[src/rtl/wide_alu_seq.sv]
// wide_alu_seq: 16-bit operations sequenced over an external 8-bit ALU in
// two byte passes. The FSM latches the request, feeds one byte pair per
// pass, chains the shift/carry between passes and publishes the merged
// result, carry and zero flag when it enters FIN.
module wide_alu_seq (
   input  logic        CLK,
   input  logic        RESET,
   input  logic        START,
   input  logic [2:0]  OP,
   input  logic [15:0] A,
   input  logic [15:0] B,
   output logic [7:0]  ALU_A,
   output logic [7:0]  ALU_B,
   output logic [2:0]  ALU_OP,
   output logic        ALU_SC_IN,
   input  logic [7:0]  ALU_OUT,
   input  logic        ALU_SC_OUT,
   output logic [15:0] RESULT,
   output logic        SC_OUT,
   output logic        ZERO,
   output logic        BUSY,
   output logic        DONE
);

   localparam logic [2:0] OP_ADD = 3'd0;
   localparam logic [2:0] OP_LSH = 3'd1;
   localparam logic [2:0] OP_RSH = 3'd2;
   localparam logic [2:0] OP_XOR = 3'd3;
   localparam logic [2:0] OP_AND = 3'd4;
   localparam logic [2:0] OP_SUB = 3'd5;

   typedef enum logic [1:0] {IDLE, PASS0, PASS1, FIN} state_t;

   state_t      state;
   logic [2:0]  op_q;
   logic [15:0] a_q;
   logic [15:0] b_q;
   logic [15:0] res_q;     // byte-wise partial result built across passes
   logic        carry_q;   // shift/carry handed from PASS0 to PASS1
   logic        accept;
   logic        rsh_q;
   logic        illegal_q;
   logic [15:0] full_res;

   // A new request is only taken when no pass is in flight.
   assign accept    = START && ((state == IDLE) || (state == FIN));
   // Right shift must start at the high byte so the carry moves downward.
   assign rsh_q     = (op_q == OP_RSH);
   assign illegal_q = (op_q > OP_SUB);

   // Drive the byte ALU only during the two passes; idle it at zero otherwise.
   always_comb begin
      ALU_A     = '0;
      ALU_B     = '0;
      ALU_OP    = '0;
      ALU_SC_IN = 1'b0;
      case (state)
         PASS0: begin
            ALU_OP    = op_q;
            ALU_A     = rsh_q ? a_q[15:8] : a_q[7:0];
            ALU_B     = rsh_q ? b_q[15:8] : b_q[7:0];
            // Two's-complement subtract: the low byte gets the +1 carry-in.
            ALU_SC_IN = (op_q == OP_SUB);
         end
         PASS1: begin
            ALU_OP    = op_q;
            ALU_A     = rsh_q ? a_q[7:0] : a_q[15:8];
            ALU_B     = rsh_q ? b_q[7:0] : b_q[15:8];
            ALU_SC_IN = carry_q;
         end
         default: ;
      endcase
   end

   // Merge the PASS1 byte with the stored PASS0 byte; illegal ops read as zero.
   always_comb begin
      if (illegal_q)
         full_res = '0;
      else if (rsh_q)
         full_res = {res_q[15:8], ALU_OUT};
      else
         full_res = {ALU_OUT, res_q[7:0]};
   end

   // Sequencer: latch request, run two passes, publish result in FIN.
   always_ff @(posedge CLK or posedge RESET) begin
      if (RESET) begin
         state   <= IDLE;
         op_q    <= '0;
         a_q     <= '0;
         b_q     <= '0;
         res_q   <= '0;
         carry_q <= 1'b0;
         RESULT  <= '0;
         SC_OUT  <= 1'b0;
         ZERO    <= 1'b0;
         BUSY    <= 1'b0;
         DONE    <= 1'b0;
      end else begin
         case (state)
            IDLE, FIN: begin
               DONE <= 1'b0;
               if (accept) begin
                  op_q  <= OP;
                  a_q   <= A;
                  b_q   <= B;
                  state <= PASS0;
                  BUSY  <= 1'b1;
               end else begin
                  state <= IDLE;
                  BUSY  <= 1'b0;
               end
            end
            PASS0: begin
               if (rsh_q)
                  res_q[15:8] <= ALU_OUT;
               else
                  res_q[7:0]  <= ALU_OUT;
               carry_q <= ALU_SC_OUT;
               state   <= PASS1;
            end
            PASS1: begin
               if (rsh_q)
                  res_q[7:0]  <= ALU_OUT;
               else
                  res_q[15:8] <= ALU_OUT;
               RESULT <= full_res;
               SC_OUT <= illegal_q ? 1'b0 : ALU_SC_OUT;
               ZERO   <= (full_res == 16'h0000);
               state  <= FIN;
               BUSY   <= 1'b0;
               DONE   <= 1'b1;
            end
            default: state <= IDLE;
         endcase
      end
   end

endmodule

[config.mk]
export PLATFORM = sky130hd
export DESIGN_NAME = wide_alu_seq
export DESIGN_NICKNAME = d
export VERILOG_FILES = /design/src/rtl/wide_alu_seq.sv
export SDC_FILE = /design/constraint.sdc
export NUM_CORES = 1
export LEC_CHECK = 0
export CAP_MARGIN = 30
export CORE_MARGIN = 2
export CORE_UTILIZATION = 45
export DETAILED_ROUTE_END_ITERATION = 10
export PLACE_DENSITY = 0.77
export REMOVE_ABC_BUFFERS = 1
export SYNTH_ARGS = -nofsm -noshare
export SYNTH_HDL_FRONTEND = slang
export SYNTH_SLANG_ARGS = --single-unit
export TNS_END_PERCENT = 30
[constraint.sdc]
create_clock -name CLK -period 4.9 [get_ports CLK]
set_input_delay 0.49 -clock CLK [delete_from_list [all_inputs] [get_ports CLK]]
set_output_delay 0.49 -clock CLK [all_outputs]
set_load 0.01 [all_outputs]
### Word-level counts from Yosys, hierarchy flattened

Index checks and enable logic that the tools add are counted.

* output and inout port bits: 40
* register bits: 74
* bits of input ports: 47

* reduce and logical (&&, ||, !) cells: 11
* mux-type cells: 19
* $lt $le $gt $ge: 1
* equality and inequality tests: 9

Operators by type and width (count)
* 8-bit 2-to-1 mux: 6
* 16-bit 2-to-1 mux: 2
* 16-bit one-hot mux with 2 select lines: 1
* 8-bit one-hot mux with 2 select lines: 2
* 16-bit zero test: 1
* 2-bit inequality test (second input constant): 4
* 1-bit one-hot mux with 2 select lines: 3
* 2-bit one-hot mux with 3 select lines: 1
* 3-bit AND reduction: 2
* 2-bit == test (second input constant): 2
* 2-bit nonzero test: 2
* 2-bit OR reduction: 2
* 3-bit by 2-bit == test with 1-bit output (second input constant): 1
* 3-bit == test (second input constant): 1
* 3-bit > comparator (second input constant): 1
* 1-bit 2-to-1 mux: 3
* 3-bit 2-to-1 mux: 1
* 2-bit by 1-bit == test with 1-bit output (second input constant): 1
* 2-bit zero test: 1
* 2-bit AND reduction: 1
* 1-bit logical AND: 1
* 1-bit logical OR: 1

### Longest topological paths before layout

* word-level depth: 5
* gate-level depth with buffers: 7

### Worst setup path before layout

No wires, ideal clock.

* path kind: reg-to-output
* start point: reg op_q[0]
* end point: out ALU_A[1]
* slack: 2.807 ns
* arrival: 1.603 ns
* cell stages (with the launch flop): 7
* path through: dfrtp_1 -> buf_2 -> nor3b_4 -> mux2_4 -> buf_4 -> a22oi_1 -> nor2_1

* longest elaborated chain between the ends: 3
* elaborated cells on any way between the ends: 4

Ends and longest elaborated chain
* from (decl): line 35 `logic [2:0] op_q;`
* from (signal assigned): line 89 `op_q <= '0;`
* from (signal assigned): line 104 `op_q <= OP;`
* 3-bit by 2-bit == test with 1-bit output (*): line 48 `assign rsh_q = (op_q == OP_RSH);`
* 8-bit 2-to-1 mux (on tied branches): line 67, 60
* 8-bit one-hot mux with 2 select lines (*): line 57 `case (state)`
* to (decl): line 12 `output logic [7:0] ALU_A,`

Mark *: on every way between the ends. The rest lies on a longest branch, timed or not.

### Worst setup path after layout

* start point: reg op_q[1]
* end point: out ALU_B[1]

* longest elaborated chain between the ends: 3
* elaborated cells on any way between the ends: 4

Ends and longest elaborated chain
* 3-bit by 2-bit == test with 1-bit output (*): line 48
* 8-bit 2-to-1 mux (on tied branches): line 68, 61
* 8-bit one-hot mux with 2 select lines (*): line 57
* to (decl): line 13 `output logic [7:0] ALU_B,`

Marks and branches as above.

==> results.toml <==
[placement]
gp_congestion = 0.796
placed_area_um2 = 4430
hpwl_um = 5390
numPortBuffers = 86
place_ws_ps = 1800

[critical_path]
worstRegToRegCells = 4
crit_path_end_kind = "output port"
worstSetupStartpointType = "flip-flop"
path_class = "flip-flop to output port"
worstSetupStartpoint = "op_q[1]"
cp.arrival_ps = 3050
required_ps = 4410
rrSetupSlack_ps = 2410
r2r_start = "op_q[1]"
crit_fanout = 18
r2r-end = "res_q[14]"

[yosys]
yosys_most_used_dff = "dfrtp_1"
synthCells = 284
synth_top_area_frac = 0.530
synth_top_area_cell = "dfrtp_1"
syn_area_um2 = 3490
synth_edf_count = 0
avgSynthCellArea_um2 = 12.3
synth.distinct_cells = 42
async_flop_share = 1.00
synthTopCellsByArea = "dfrtp_1, mux2_4, mux2_1, mux2_2, nor2_1"
yosysSeqAreaShare = 0.530
yosys_warnings = 0
synth_seq_cells = 74

[route]
antenna_left = 0
wl_per_cell_um = 16.6
firstDrtPassIters = 6
route.detailed.drc = 0
route.detailed.vias_per_inst = 5.34
initialDrtViolationCount = 158
num_vias = 2536
drt-total-wl_um = 7870

[timing]
setup_viol = 0
rsz0062_at_grt = "false"
final.min_clock_period_ps = 3540
finalMaxSlewViolations = 0
final.setup.tns_ps = 0
hold_viol_final = 0
relSlewSlack = 0.366
skew_ps = 8.79
fin_ws_ps = 1360
fin_crit_sh = 0.721
worstMarginPinSlew_ps = 951
fmaxAchievable_ghz = 0.283

[clock_network]
cts_max_level = 3
root_buffer = "clkbuf_8"
hold_buffers = 0
clock_latency_ps = 350
cts-resized-gates = 0
cts_tree = "yes"
clkTransAtPathRegs_ps = 70
cts_made_buffers = 9
clock_sinks = 74
cts_buffer_depth = 2
post_cts_buffers = 0

[layout]
regArea_um2 = 1850
design_area_um2 = 4660
area_growth_pct = 33.5
drive_gt1_frac = 0.158
multi_input_area_um2 = 1520
num-nets-final = 418
antenna_cells = 0
fillers = 647
final_util = 0.613

[job]
cap_violations = 0

[floorplan]
io_pins = 87
dieWidth_um = 92.1
die_area_um2 = 8480
start_util = 0.459
core_um2 = 7610
rows = 32
die_height_um = 92.1

[hold_path]
hp-class = "input port to async pin"

[power_and_ir_drop]
ir_drop_v = 0.000542
p_leak_nw = 1.93
p_per_area_nw_per_um2 = 743

[global_route]
grt_pass1_wl_um = 12800
antenna_found_initial = 0
grt.overflow.total = 0
grt_pass1_vias = 2512
grt_use_total = 0.196
grt_max_degree = 38

[run_status]
outcome = "completed"
per-layer routing:
layer / wire length, um / vias to the layer above / track usage
li1: - / 1187 / -
met1: 3470 / 1230 / 0.261
met2: 3550 / 98 / 0.291
met4: 199 / 0 / 0.101
met3: 647 / 21 / 0.0592
met5: 0 / - / 0
synth_stat cells (all sizes together), types with 2 or more instances:
cell type   n
ha          3
nor3        4
nor2b      13
o2bb2ai     3
nor4        2
inv         8
dfrtp      74
mux2i       2
mux2       54
a21oi       8
a221oi     11
buf        12
nand2b      2
nor4bb      2
nor2       37
a22oi      16
nand3b      2
o21ai       4
and2b       2
clkbuf      5
nand2       8
a211oi      2
flip-flops by register name, indices dropped and copies added (netlist names):
signal,count
BUSY,1
op_q,3
ZERO,1
res_q,16
a_q,16
state,2
b_q,16
SC_OUT,1
RESULT,16
carry_q,1
DONE,1
critical path: stages, from the launching register on:
cell and delay [ps]:
dfrtp_1 650, nor3b_4 670, mux2_2 570, a22oi_1 220
nor2_1 70, clkdlybuf4s50_1 520
cells in the final DEF, fill, tap and decap left out, types with 6 or more instances in the layout:
master           synthesis  layout
a21oi_1                  8       8
a221oi_1                11      11
a22oi_1                 16      16
clkbuf_8                 0       9
clkdlybuf4s50_1          0      86
dfrtp_1                 74      74
inv_1                    7       6
mux2_1                  21      21
mux2_2                  16      16
mux2_4                  17      17
nand2_1                  8       8
nor2_1                  36      36
nor2b_1                 12      12
final cells by class:
class	instances	share of cell area
clock buffer	10	0.0274
clock inverter	6	0.0225
inverter	8	0.00644
multi-input combinational	185	0.326
sequential	74	0.397
tap	102	0.0274
timing repair buffer	90	0.194
worst max-delay path by stage:
stage,endpoint,cells after the start
final,ALU_B[1],5
after global routing,ALU_B[4],5
after CTS,ALU_B[3],5
after detailed placement,ALU_B[3],5
after global placement,ALU_B[3],5
after floorplan,a_q[0],4
kinds of logic (layout without fill, tap and decap cells):
family | Yosys count | after routing | synth area share
and+or+nand+nor | 75 | 75 | 0.115
DFF | 74 | 74 | 0.530
muxes | 56 | 56 | 0.198
AOI/OAI and AO/OA | 51 | 51 | 0.111
buffers and inverters | 25 | 114 | 0.0351
adders and majority gates | 3 | 3 | 0.0107
report_power, final:
part / internal [mW] / switching [mW]
logic: 0.941 / 0.811
clock network: 0.336 / 0.223
registers: 0.929 / 0.228
total: 2.21 / 1.26
metrics by stage:
step | cells | hold slack [ps] | power [mW]
floorplan | 267 | 465 | 2.24
global placement | 458 | 473 | 2.87
detailed placement | 459 | 476 | 2.92
CTS | 475 | 466 | 3.49
finish | 475 | 462 | 3.47
global route | 475 | 513 | 3.69
Note: power is estimated with default switching activity, not from simulation.
==> patch, RTL diff (config.mk and constraints unchanged) <==
Encoding of `state_t`: now one-hot (4 bits for 4 states).
--- a/src/rtl/wide_alu_seq.sv
+++ b/src/rtl/wide_alu_seq.sv
@@ -29,7 +29,7 @@
    localparam logic [2:0] OP_AND = 3'd4;
    localparam logic [2:0] OP_SUB = 3'd5;
 
-   typedef enum logic [1:0] {IDLE, PASS0, PASS1, FIN} state_t;
+   typedef enum logic [3:0] {IDLE = 4'b0001, PASS0 = 4'b0010, PASS1 = 4'b0100, FIN = 4'b1000} state_t;
 
    state_t      state;
    logic [2:0]  op_q;
Check against the original RTL: same outputs for any inputs over 10 cycles, from zero or initial values and one cycle with RESET high; not proved beyond that.
==> patch against the original RTL <==
Final area down 2.1%. Sequential cell count grew 2. Critical path depth up 4. Synthesized cell count down 1.8%. Worst hold slack better by 0.011 ns. Worst setup slack lost 0.13 ns. Clock skew is essentially flat. Wire length is 8.6% lower. Area after synthesis shrank 2.0%. Global-route usage is 1.5 points lower. First-iteration DRC count is 9.5% higher. Power is 20% lower. Sequential share of layout area rose by 2.0 points. Highest routed layer unchanged.
==> patch: results (changes against the original RTL) <==
[place]
gp_congestion=0.869  ; +9.2%
placed_cells=452  ; -1.5%
dp_slack_ns=1.62  ; -0.179 ns
placed_cell_area_mm2=0.00432  ; -2.4%
hpwl_um=5140  ; -4.7%

[worst_setup_path]
critPathMaxFanout=23  ; +5
slowest_stage=clkdlybuf4s50_1
worstRegToRegCells=8  ; +4
critPathLaunch=state[3]
rr_endpoint=res_q[5]
crit_arrival_ns=3.17  ; +0.12 ns
endpoint=ALU_A[6]
critPathTopFamily=buffers and inverters
r2r_setup_slack_ns=2.30  ; -0.11 ns
slowest_delay_ns=0.53  ; -0.14 ns

[final_layout]
seqCellArea_mm2=0.00190  ; +2.8%
fin_nets=411  ; -1.7%
fill_cells=612  ; -5.4%
drive_gt1_share_pct=21.1  ; +5.3 points
final_cells=468  ; -1.5%

[sta]
worst_slew_pin_slew_ns=0.870  ; -0.0811 ns
fmax_mhz=273  ; -3.4%
clock-skew-final_ns=0.00901  ; +0.000217 ns
hold-worst-slack_ns=0.473  ; +0.0111 ns

[clock_tree]
cts_max_level=3  ; unchanged
clk_latency_ns=0.35  ; about the same

[global_routing]
grt_first_pass_wirelength_um=12100  ; -5.4%
grt.met2_usage_pct=28.8  ; -0.28 points
grt_max_degree=47  ; +24%
grt_use_met3_pct=6.56  ; +0.64 points
grt_use_total_pct=18.2  ; -1.5 points
grt_pass1_vias=2514  ; +0.080%
grtUsageMet1_pct=23.7  ; -2.4 points

[route]
initialDrtViolationCount=173  ; +9.5%
wl_met2_um=3400  ; -4.2%
m1WireLength_um=3180  ; -8.4%
first_pass_iters=4  ; -2
vias_per_cell=5.22  ; -2.2%
wl_per_cell_um=15.4  ; -7.2%
dr_wl_met3_um=534  ; -17%

[pwr]
intPower_mw=1.87  ; -15%
p_leak_nw=1.95  ; +1.0%
p_comb_mw=1.04  ; -41%
clk-power_uw=566  ; +1%
total_power_mw=2.76  ; -20%
ir_drop_v=0.000261  ; -52%

[hold_path]
hold_end=SC_OUT
hold_class=flip-flop to flip-flop

[status]
status=finished, final reports clean

[synth]
synth_cell_type_count=41  ; -2.4%
synth_area_leaders=dfrtp_1 (55%), mux2_2 (14%), a22o_1 (4.1%)
synth.avg_cell_area_um2=12.3  ; -0.21%
ys_seq_area_share_pct=55.6  ; +2.6 points
synthTopCellsByCount=dfrtp_1 (75), mux2_2 (43), nand2_1 (30)

[patch: cell count changes in the layout (fill, tap and decap cells not counted), sizes merged, moves of 3 or more]
cell | before | now
mux2 | 54 | 50
nand2 | 8 | 30
nor2b | 13 | 5
o2bb2ai | 3 | 0
o22ai | 0 | 3
o31ai | 1 | 4
a22oi | 16 | 4
a22o | 0 | 16
ha | 3 | 0
o21ai | 4 | 9
nor2 | 37 | 25
a21oi | 8 | 3
[patch: cells by family after synthesis]
| group | count (synthesis) | synth area share (%) |
|---|---|---|
| muxes | 51 | 17.2 |
| and+or+nand+nor | 72 | 10.0 |
| buffers and inverters | 26 | 4.46 |
| AOI/OAI and AO/OA | 54 | 12.8 |
| DFF | 76 | 55.6 |
[patch: cell type report]
cell class | instances | share of cell area [%]
tap | 99 | 2.71
multi-input combinational | 177 | 30.0
clock buffer | 10 | 2.80
sequential | 76 | 41.7
timing repair buffer | 90 | 19.5
clock inverter | 6 | 2.47
inverter | 10 | 0.822
